[config.mk]
export PLATFORM = sky130hd
export DESIGN_NAME = dice_game_ctrl
export DESIGN_NICKNAME = d
export VERILOG_FILES = /design/src/rtl/dice_pkg.sv /design/src/rtl/dice_counter.sv /design/src/rtl/dice_game_ctrl.sv
export SDC_FILE = /design/constraint.sdc
export NUM_CORES = 1
export LEC_CHECK = 0
export BUFFER_PORTS_ARGS = -buffer_cell sky130_fd_sc_hd__clkbuf_2
export CORE_MARGIN = 5
export CORE_UTILIZATION = 50
export DETAILED_ROUTE_END_ITERATION = 8
export HOLD_SLACK_MARGIN = 0.1
export PLACE_DENSITY = 0.75
export SYNTH_ARGS = -nofsm -noshare
export SYNTH_HDL_FRONTEND = slang
export SYNTH_SLANG_ARGS = --single-unit
[constraint.sdc]
create_clock -name clk -period 2.7 [get_ports clk]
set_input_delay 0.405 -clock clk [delete_from_list [all_inputs] [get_ports clk]]
set_output_delay 0.405 -clock clk [all_outputs]
set_load 0.01 [all_outputs]
[src/rtl/dice_pkg.sv]
// Shared definitions for the dice game controller.
// Holds the FSM state encoding and the sum constants that decide a roll.
package dice_pkg;

  typedef enum logic [2:0] {
    StWait1 = 3'd0,
    StRoll1 = 3'd1,
    StWait2 = 3'd2,
    StRoll2 = 3'd3,
    StWin   = 3'd4,
    StLose  = 3'd5
  } state_e;

  localparam logic [3:0] WIN_A  = 4'd7;
  localparam logic [3:0] WIN_B  = 4'd11;
  localparam logic [3:0] LOSE_A = 4'd2;
  localparam logic [3:0] LOSE_B = 4'd3;
  localparam logic [3:0] LOSE_C = 4'd12;

  function automatic logic is_first_win(input logic [3:0] s);
    return (s == WIN_A) || (s == WIN_B);
  endfunction

  function automatic logic is_first_lose(input logic [3:0] s);
    return (s == LOSE_A) || (s == LOSE_B) || (s == LOSE_C);
  endfunction

endpackage

[src/rtl/dice_counter.sv]
// Pair of free-running dice used when DICE_COUNTER_EN is defined.
// Ports:
//   clk - clock
//   rst - synchronous active-high reset, both dice return to 1
//   en  - advance die1 by one step this cycle
//   sum - die1 + die2 (2..12)
// die1 cycles 1..6; die2 advances whenever die1 wraps from 6 back to 1.
module dice_counter (
  input  logic       clk,
  input  logic       rst,
  input  logic       en,
  output logic [3:0] sum
);

  logic [2:0] die1_q;
  logic [2:0] die2_q;

  always_ff @(posedge clk) begin
    if (rst) begin
      die1_q <= 3'd1;
      die2_q <= 3'd1;
    end else if (en) begin
      if (die1_q == 3'd6) begin
        die1_q <= 3'd1;
        die2_q <= (die2_q == 3'd6) ? 3'd1 : die2_q + 3'd1;
      end else begin
        die1_q <= die1_q + 3'd1;
      end
    end
  end

  assign sum = {1'b0, die1_q} + {1'b0, die2_q};

endmodule

[src/rtl/dice_game_ctrl.sv]
// Craps-style dice game controller (Moore FSM).
// Build option: define DICE_COUNTER_EN to roll internal dice instead of using sum_i.
// Ports:
//   clk        - clock, all state changes on rising edge
//   rst        - synchronous active-high reset
//   Rb_i       - roll button, high while rolling; a roll is evaluated when it drops
//   Reset_i    - new-game request, honoured only in WIN/LOSE
//   sum_i      - dice sum, valid on the cycle Rb_i falls (unused with DICE_COUNTER_EN)
//   roll_o     - rolling indicator
//   win_o      - game won
//   lose_o     - game lost
//   point_o    - stored point, 0 when none
//   sum_o      - sum used by the last evaluation
//   win_cnt_o  - saturating count of games won since reset
//   lose_cnt_o - saturating count of games lost since reset
module dice_game_ctrl
  import dice_pkg::*;
(
  input  logic       clk,
  input  logic       rst,
  input  logic       Rb_i,
  input  logic       Reset_i,
  input  logic [3:0] sum_i,
  output logic       roll_o,
  output logic       win_o,
  output logic       lose_o,
  output logic [3:0] point_o,
  output logic [3:0] sum_o,
  output logic [7:0] win_cnt_o,
  output logic [7:0] lose_cnt_o
);

  state_e     state_q;
  state_e     state_d;
  logic [3:0] eval_sum;
  logic       roll_d;
  logic       eval_edge;

  assign roll_d    = (state_d == StRoll1) || (state_d == StRoll2);
  assign eval_edge = ((state_q == StRoll1) || (state_q == StRoll2)) && !Rb_i;

`ifdef DICE_COUNTER_EN
  // Dice advance on every edge that enters or stays in a roll state, so the
  // value evaluated on the falling edge reflects each cycle the button was held.
  dice_counter u_dice_counter (
    .clk (clk),
    .rst (rst),
    .en  (roll_d),
    .sum (eval_sum)
  );

  logic unused_sum;
  assign unused_sum = ^sum_i;
`else
  assign eval_sum = sum_i;
`endif

  always_comb begin
    state_d = state_q;
    unique case (state_q)
      StWait1: if (Rb_i) state_d = StRoll1;
      StRoll1: begin
        if (!Rb_i) begin
          if (is_first_win(eval_sum))       state_d = StWin;
          else if (is_first_lose(eval_sum)) state_d = StLose;
          else                              state_d = StWait2;
        end
      end
      StWait2: if (Rb_i) state_d = StRoll2;
      StRoll2: begin
        // Matching the point takes priority over a seven.
        if (!Rb_i) begin
          if (eval_sum == point_o)    state_d = StWin;
          else if (eval_sum == WIN_A) state_d = StLose;
          else                        state_d = StWait2;
        end
      end
      StWin, StLose: if (Reset_i) state_d = StWait1;
      default: state_d = StWait1;
    endcase
  end

  always_ff @(posedge clk) begin
    if (rst) begin
      state_q    <= StWait1;
      roll_o     <= 1'b0;
      win_o      <= 1'b0;
      lose_o     <= 1'b0;
      point_o    <= 4'd0;
      sum_o      <= 4'd0;
      win_cnt_o  <= 8'd0;
      lose_cnt_o <= 8'd0;
    end else begin
      state_q <= state_d;
      roll_o  <= roll_d;
      win_o   <= (state_d == StWin);
      lose_o  <= (state_d == StLose);

      if (eval_edge) sum_o <= eval_sum;

      if ((state_q == StRoll1) && (state_d == StWait2)) begin
        point_o <= eval_sum;
      end else if (((state_q == StWin) || (state_q == StLose)) && Reset_i) begin
        point_o <= 4'd0;
      end

      if ((state_d == StWin) && (state_q != StWin) && (win_cnt_o != 8'hFF)) begin
        win_cnt_o <= win_cnt_o + 8'd1;
      end
      if ((state_d == StLose) && (state_q != StLose) && (lose_cnt_o != 8'hFF)) begin
        lose_cnt_o <= lose_cnt_o + 8'd1;
      end
    end
  end

endmodule

After elaboration in Yosys (flattened, before gate mapping):

Cells that the tools add are included.

* bits in registers: 30
* input port bits: 8
* output and inout port bits: 27
* word-level logic and storage cells: 59

* $add $sub $neg: 2
* equal/unequal tests: 20
* mux-type cells: 12
* reductions and logical operators: 17

Operators by type and width (number)
* 3-bit 2-to-1 mux: 9
* 8-bit by 1-bit adder with 8-bit output, second input constant: 2
* 8-bit inequality test, second input constant: 2
* 3-bit one-hot mux with 5 select lines: 1
* 3-bit by 2-bit == test with 1-bit output, second input constant: 4
* 3-bit == test, second input constant: 4
* 4-bit by 2-bit == test with 1-bit output, second input constant: 2
* 4-bit == test, second input constant: 2
* 4-bit 2-to-1 mux: 2
* 1-bit logical AND: 7
* 3-bit by 1-bit == test with 1-bit output, second input constant: 2
* 1-bit logical OR: 6
* 3-bit inequality test, second input constant: 2
* 4-bit by 3-bit == test with 1-bit output, second input constant: 1
* 4-bit == test: 1
* 3-bit zero test: 1
* 2-bit nonzero test: 1
* 2-bit OR reduction: 1
* 1-bit zero test: 1

Logic depth before layout (Yosys ltp):

* depth in word-level cells: 10
* depth in mapped cells: 8
* mapped depth without buffers: 6

Worst setup path before layout:

Ideal clock, no wire load.

* path kind: input-to-reg
* from: input sum_i[1]
* to: register win_cnt_o[4]
* library setup time: 121 ps
* arrival time: 2104 ps
* required time: 2579 ps
* slack: 476 ps
* stages: 8
* buffers on the path: 2
* cells stage by stage: buf_6 > xor2_2 > o41ai_4 > a22o_4 > o2bb2ai_2 > buf_6 > nor4_1 > mux2_2

* word-level cells in the longest chain between the ends: 10
* elaborated cells on any way between the ends: 19
* those cells by class: 7 x eq/ne; 7 x mux; 5 x reduce/logical

RTL lines
* start, declared: RTL line dice_game_ctrl.sv:23 `input logic [3:0] sum_i,`
* 4-bit by 2-bit == test with 1-bit output: RTL line dice_pkg.sv:25 `return (s == LOSE_A) || (s == LOSE_B) || (s == LOSE_C);`
* 1-bit logical OR (2 in series): RTL line dice_pkg.sv:25
* 3-bit 2-to-1 mux: RTL line dice_game_ctrl.sv:65 `else if (is_first_lose(eval_sum)) state_d = StLose;`
* 3-bit 2-to-1 mux: RTL line dice_game_ctrl.sv:64 `if (is_first_win(eval_sum)) state_d = StWin;`
* 3-bit 2-to-1 mux: RTL line dice_game_ctrl.sv:63 `if (!Rb_i) begin`
* 3-bit one-hot mux with 5 select lines *: RTL line dice_game_ctrl.sv:60 `unique case (state_q)`
* 3-bit == test *: RTL line dice_game_ctrl.sv:107 `if ((state_d == StWin) && (state_q != StWin) && (win_cnt_o != 8'hFF)) begin`
* 1-bit logical AND * (2 in series): RTL line dice_game_ctrl.sv:107
* end signal, assigned: RTL line dice_game_ctrl.sv:108 `win_cnt_o <= win_cnt_o + 8'd1;`
* end, declared: RTL line dice_game_ctrl.sv:29 `output logic [7:0] win_cnt_o,`

Every way passes the cells marked *; elsewhere a longest branch is shown, timed or not.
A chain may end at the register's enable or synchronous reset.

Final worst setup path:

* from: register state_q[1]
* to: register lose_cnt_o[0]

* word-level cells in the longest chain between the ends: 6
* elaborated cells on any way between the ends: 17
* those cells by class: 7 x eq/ne; 6 x mux; 4 x reduce/logical

RTL lines
* start, declared: RTL line dice_game_ctrl.sv:33 `state_e state_q;`
* start signal, assigned: RTL line dice_game_ctrl.sv:85 `state_q <= StWait1;`
* start signal, assigned: RTL line dice_game_ctrl.sv:94 `state_q <= state_d;`
* 3-bit == test: RTL line dice_game_ctrl.sv:60
* 2-bit OR reduction: RTL line dice_game_ctrl.sv:60
* 3-bit one-hot mux with 5 select lines: RTL line dice_game_ctrl.sv:60
* 3-bit == test: RTL line dice_game_ctrl.sv:110 `if ((state_d == StLose) && (state_q != StLose) && (lose_cnt_o != 8'hFF)) begin`
* 1-bit logical AND * (2 in series): RTL line dice_game_ctrl.sv:110
* end signal, assigned: RTL line dice_game_ctrl.sv:111 `lose_cnt_o <= lose_cnt_o + 8'd1;`
* end, declared: RTL line dice_game_ctrl.sv:30 `output logic [7:0] lose_cnt_o`

Marks and branches as above.

==> results.py <==
metrics = {
    "status": {
        "status": "finished, final reports clean",
    },
    "power_and_ir_drop": {
        "power_frac_comb_pct": 11.7,
        "p_leak_nw": 0.765,
        "peakVddDrop_uv": 243,
        "cellPowerDensity_nw_per_um2": 432,
        "p_sw_w": 0.000223,
        "p_sw_share_pct": 26.6,
        "seq_power_share_pct": 55.1,
        "p_int_w": 0.000616,
        "clock_power_share_pct": 33.3,
    },
    "die": {
        "io_pins": 35,
        "die_h_um": 68.3,
        "core_sq_um": 3310,
        "dieArea_sq_um": 4660,
        "start_util_pct": 51.2,
        "row_count": 21,
        "die_w_um": 68.3,
    },
    "drt": {
        "vias": 1536,
        "routed_wl_mm": 3.48,
        "vias_per_cell": 5.61,
        "wl_per_cell_um": 12.7,
        "routed.top_layer": "met4",
        "met2_length_mm": 1.61,
        "drtIter0Drc": 102,
        "wl_met3_um": 209,
        "route.detailed.drc": 0,
        "dr.pass1.iters": 4,
        "ant_nets": 0,
        "drt-met1-wl_mm": 1.61,
    },
    "clocking": {
        "postCtsSetupBuffers": 0,
        "cts_tree": "built",
        "cts_buffers": 5,
        "cts-htree-levels": 2,
        "cts_hold_buffers": 0,
        "insertion_delay_ns": 0.34,
        "post_cts_resized": 0,
        "cts_root_buffer": "clkbuf_4",
        "clockBufferDepth": 2,
        "cts_sinks": 30,
        "path_clk_slew_ns": 0.09,
    },
    "setup_path": {
        "rrSetupSlack_ns": 0.36,
        "reg2reg_from": "state_q[1]$_SDFF_PP0_",
        "start_kind": "flip-flop",
        "critical_path_required_ns": 2.93,
        "r2r_end": "lose_cnt_o[0]$_SDFFE_PP0P_",
        "worstPathMaxFanout": 14,
        "r2r_cells": 6,
        "path_class": "reg -> reg",
        "arrival_ns": 2.57,
        "cp-end-kind": "flip-flop",
    },
    "sta": {
        "finalSetupTns_ns": 0,
        "fmax_ghz": 0.428,
        "hold_violations": 0,
        "worst_slew_pin_slew_ns": 0.598,
        "slew_viol_final": 0,
        "finalSetupViolCount": 0,
        "fin_crit_sh_pct": 86.6,
        "rsz0062_at_grt": "false",
        "relSlewSlack_pct": 60.1,
        "layout_min_cycle_time_ns": 2.34,
        "clock_skew_ns": 0.0120,
    },
    "synth": {
        "ys_warn_count": 0,
        "synth_top_family_by_area": "simple AND/OR/NAND/NOR gates",
        "muxShareOfSynthArea_pct": 4.28,
        "synth_top_cell_by_area": "dfxtp_1",
        "synthAdderAreaFrac_pct": 1.47,
        "synth_cell_type_count": 50,
        "synth_edf_count": 0,
        "seq_area_frac_synth_pct": 35.4,
        "synth_nets": 204,
        "synthArstFlopShare_pct": 0,
        "synth_area_sq_um": 1700,
        "netlist_instances": 194,
        "synth_seq_cells": 30,
        "synth-simple-area-share_pct": 28.7,
        "synth_xor_area_share_pct": 2.51,
        "synth_compound_area_share_pct": 21.9,
        "yosysTopAreaCellShare_pct": 35.4,
        "yosys-top-cells-area": "dfxtp_1 35%, a21oi_1 5.0%, a211oi_1 3.5%",
        "synthFlopType": "dfxtp_1",
        "syn_avg_cell_area_sq_um": 8.75,
    },
    "global_routing": {
        "grt_pass1_vias": 1387,
        "grt_overflow_total": 0,
        "antenna_found_initial": 0,
        "grt_pass1_wl_mm": 5.97,
        "grt_start_max_net_pins": 32,
        "grt_use_total_pct": 16.8,
    },
    "placement": {
        "portBuffers": 34,
        "dp_hpwl_mm": 2.51,
        "dp.cells": 266,
        "dpl_cell_area_sq_um": 1880,
        "gp_congestion": 0.795,
    },
    "hold_path": {
        "min_delay_path_depth": 3,
        "min_path_type": "in -> reg",
        "min_to": "sum_o[0]$_SDFFE_PP0P_",
        "hold_start": "sum_i[0]",
    },
    "final_layout": {
        "syn_to_final_growth_pct": 14.3,
        "fin_cells": 274,
        "drive_gt1_share_pct": 26.3,
        "fillers": 326,
        "layout.nets": 237,
        "diodes": 0,
        "final_area_sq_um": 1940,
    },
    "job": {
        "cap_violations": 0,
    },
}
-- Yosys cell counts, types with 4 or more instances --
cell type   n
inv_1      10
nor3b_1     5
nand2_1     8
clkbuf_1    4
and2_1      4
nor4_1      4
a211oi_1    8
dfxtp_1    30
mux2i_1     5
a21oi_1    17
o21ai_0     8
or3_1       4
nor2b_1     4
nand3_1     8
or2_2       7
nor2_1     12
-- how the worst max path moves through the flow --
stage / depth (start not counted) / end / startpoint / slack (ns)
after floorplan: 8 / win_cnt_o[4]$_SDFFE_PP0P_ / sum_i[1] / 0.48
after global placement: 7 / win_cnt_o[4]$_SDFFE_PP0P_ / sum_i[1] / 0.32
after detailed placement: 7 / win_cnt_o[4]$_SDFFE_PP0P_ / sum_i[1] / 0.25
after CTS: 6 / lose_cnt_o[0]$_SDFFE_PP0P_ / state_q[1]$_SDFF_PP0_ / 0.38
after global routing: 6 / lose_cnt_o[0]$_SDFFE_PP0P_ / state_q[1]$_SDFF_PP0_ / 0.27
final: 6 / lose_cnt_o[0]$_SDFFE_PP0P_ / state_q[1]$_SDFF_PP0_ / 0.36
-- power by group through the flow --
| stage | logic [W] | clock network [W] | registers (W) |
|---|---|---|---|
| 2_1_floorplan | 0.0000744 | 0 | 0.000470 |
| 3_3_place_gp | 0.0000966 | 0 | 0.000472 |
| 3_5_place_dp | 0.0000981 | 0 | 0.000472 |
| 4_1_cts | 0.0000981 | 0.000290 | 0.000462 |
| 5_1_grt | 0.000109 | 0.000316 | 0.000463 |
| 6_report | 0.0000977 | 0.000279 | 0.000462 |
-- through the flow --
stage          setup slack [ns]  utilization [%]  hold slack (ns)  power [W]
2_1_floorplan             0.476                -            0.491   0.000545
3_3_place_gp              0.322             56.8            0.476   0.000568
3_5_place_dp              0.248             56.8            0.485   0.000570
4_1_cts                   0.384             58.6            0.414   0.000850
5_1_grt                   0.270             58.6            0.456   0.000889
6_report                  0.362             58.6            0.411   0.000839
-- layout make-up --
class | instances | area (sq um) | share of cell area (%)
clock buffer | 7 | 55.1 | 2.84
clock inverter | 1 | 5.00 | 0.258
inverter | 10 | 37.5 | 1.94
multi-input combinational | 144 | 998 | 51.5
sequential | 30 | 601 | 31.0
tap | 46 | 57.6 | 2.97
timing repair buffer | 36 | 185 | 9.55
-- layout by cell type, fill, tap and decap left out, types with 2 or more instances in the layout --
master and instances:
nor3_1 2, nor2b_1 4, buf_4 2, dfxtp_1 30
nand4b_1 2, or2_2 7, mux2i_1 5, ha_1 2
nand2_1 8, nor2_1 12, and3_1 3, o21a_1 2
o31ai_1 3, a211oi_1 8, clkbuf_2 34, nand3_1 8
or3_1 4, nand2b_1 3, a21oi_1 17, o21ai_1 2
inv_1 10, nor4_1 4, and2_1 4, o31a_1 2
and4_1 3, xor2_1 3, o21ai_0 8, mux2_2 2
clkbuf_4 5, nor3b_1 5, or4_1 3
-- critical path: stages, from the launching register on --
cell      delay [ns]
dfxtp_1         0.46
nor3b_4         0.39
nor2_1          0.11
a211oi_1        0.42
o22ai_2         0.21
a21oi_1         0.27
mux2_2          0.37
-- metal layers --
layer / track usage [%] / vias up
li1: - / 781
met1: 21.5 / 706
met2: 26.2 / 43
met3: 4.11 / 6
met4: 8.19 / 0
met5: 0 / -
-- registers in the layout (all words and copies together) (netlist names) --
register / count
roll_o: 1
state_q: 3
sum_o: 4
lose_o: 1
win_cnt_o: 8
win_o: 1
point_o: 4
lose_cnt_o: 8
-- logic make-up after synthesis --
kind of cell / Yosys count
AO/OA/AOI/OAI: 52
XOR/XNOR: 4
adder cells (fa/ha/maj): 2
buffers and inverters: 20
flip-flops: 30
multiplexers: 7
AND/OR/NAND/NOR: 79
(Power assumes the default switching activity.)
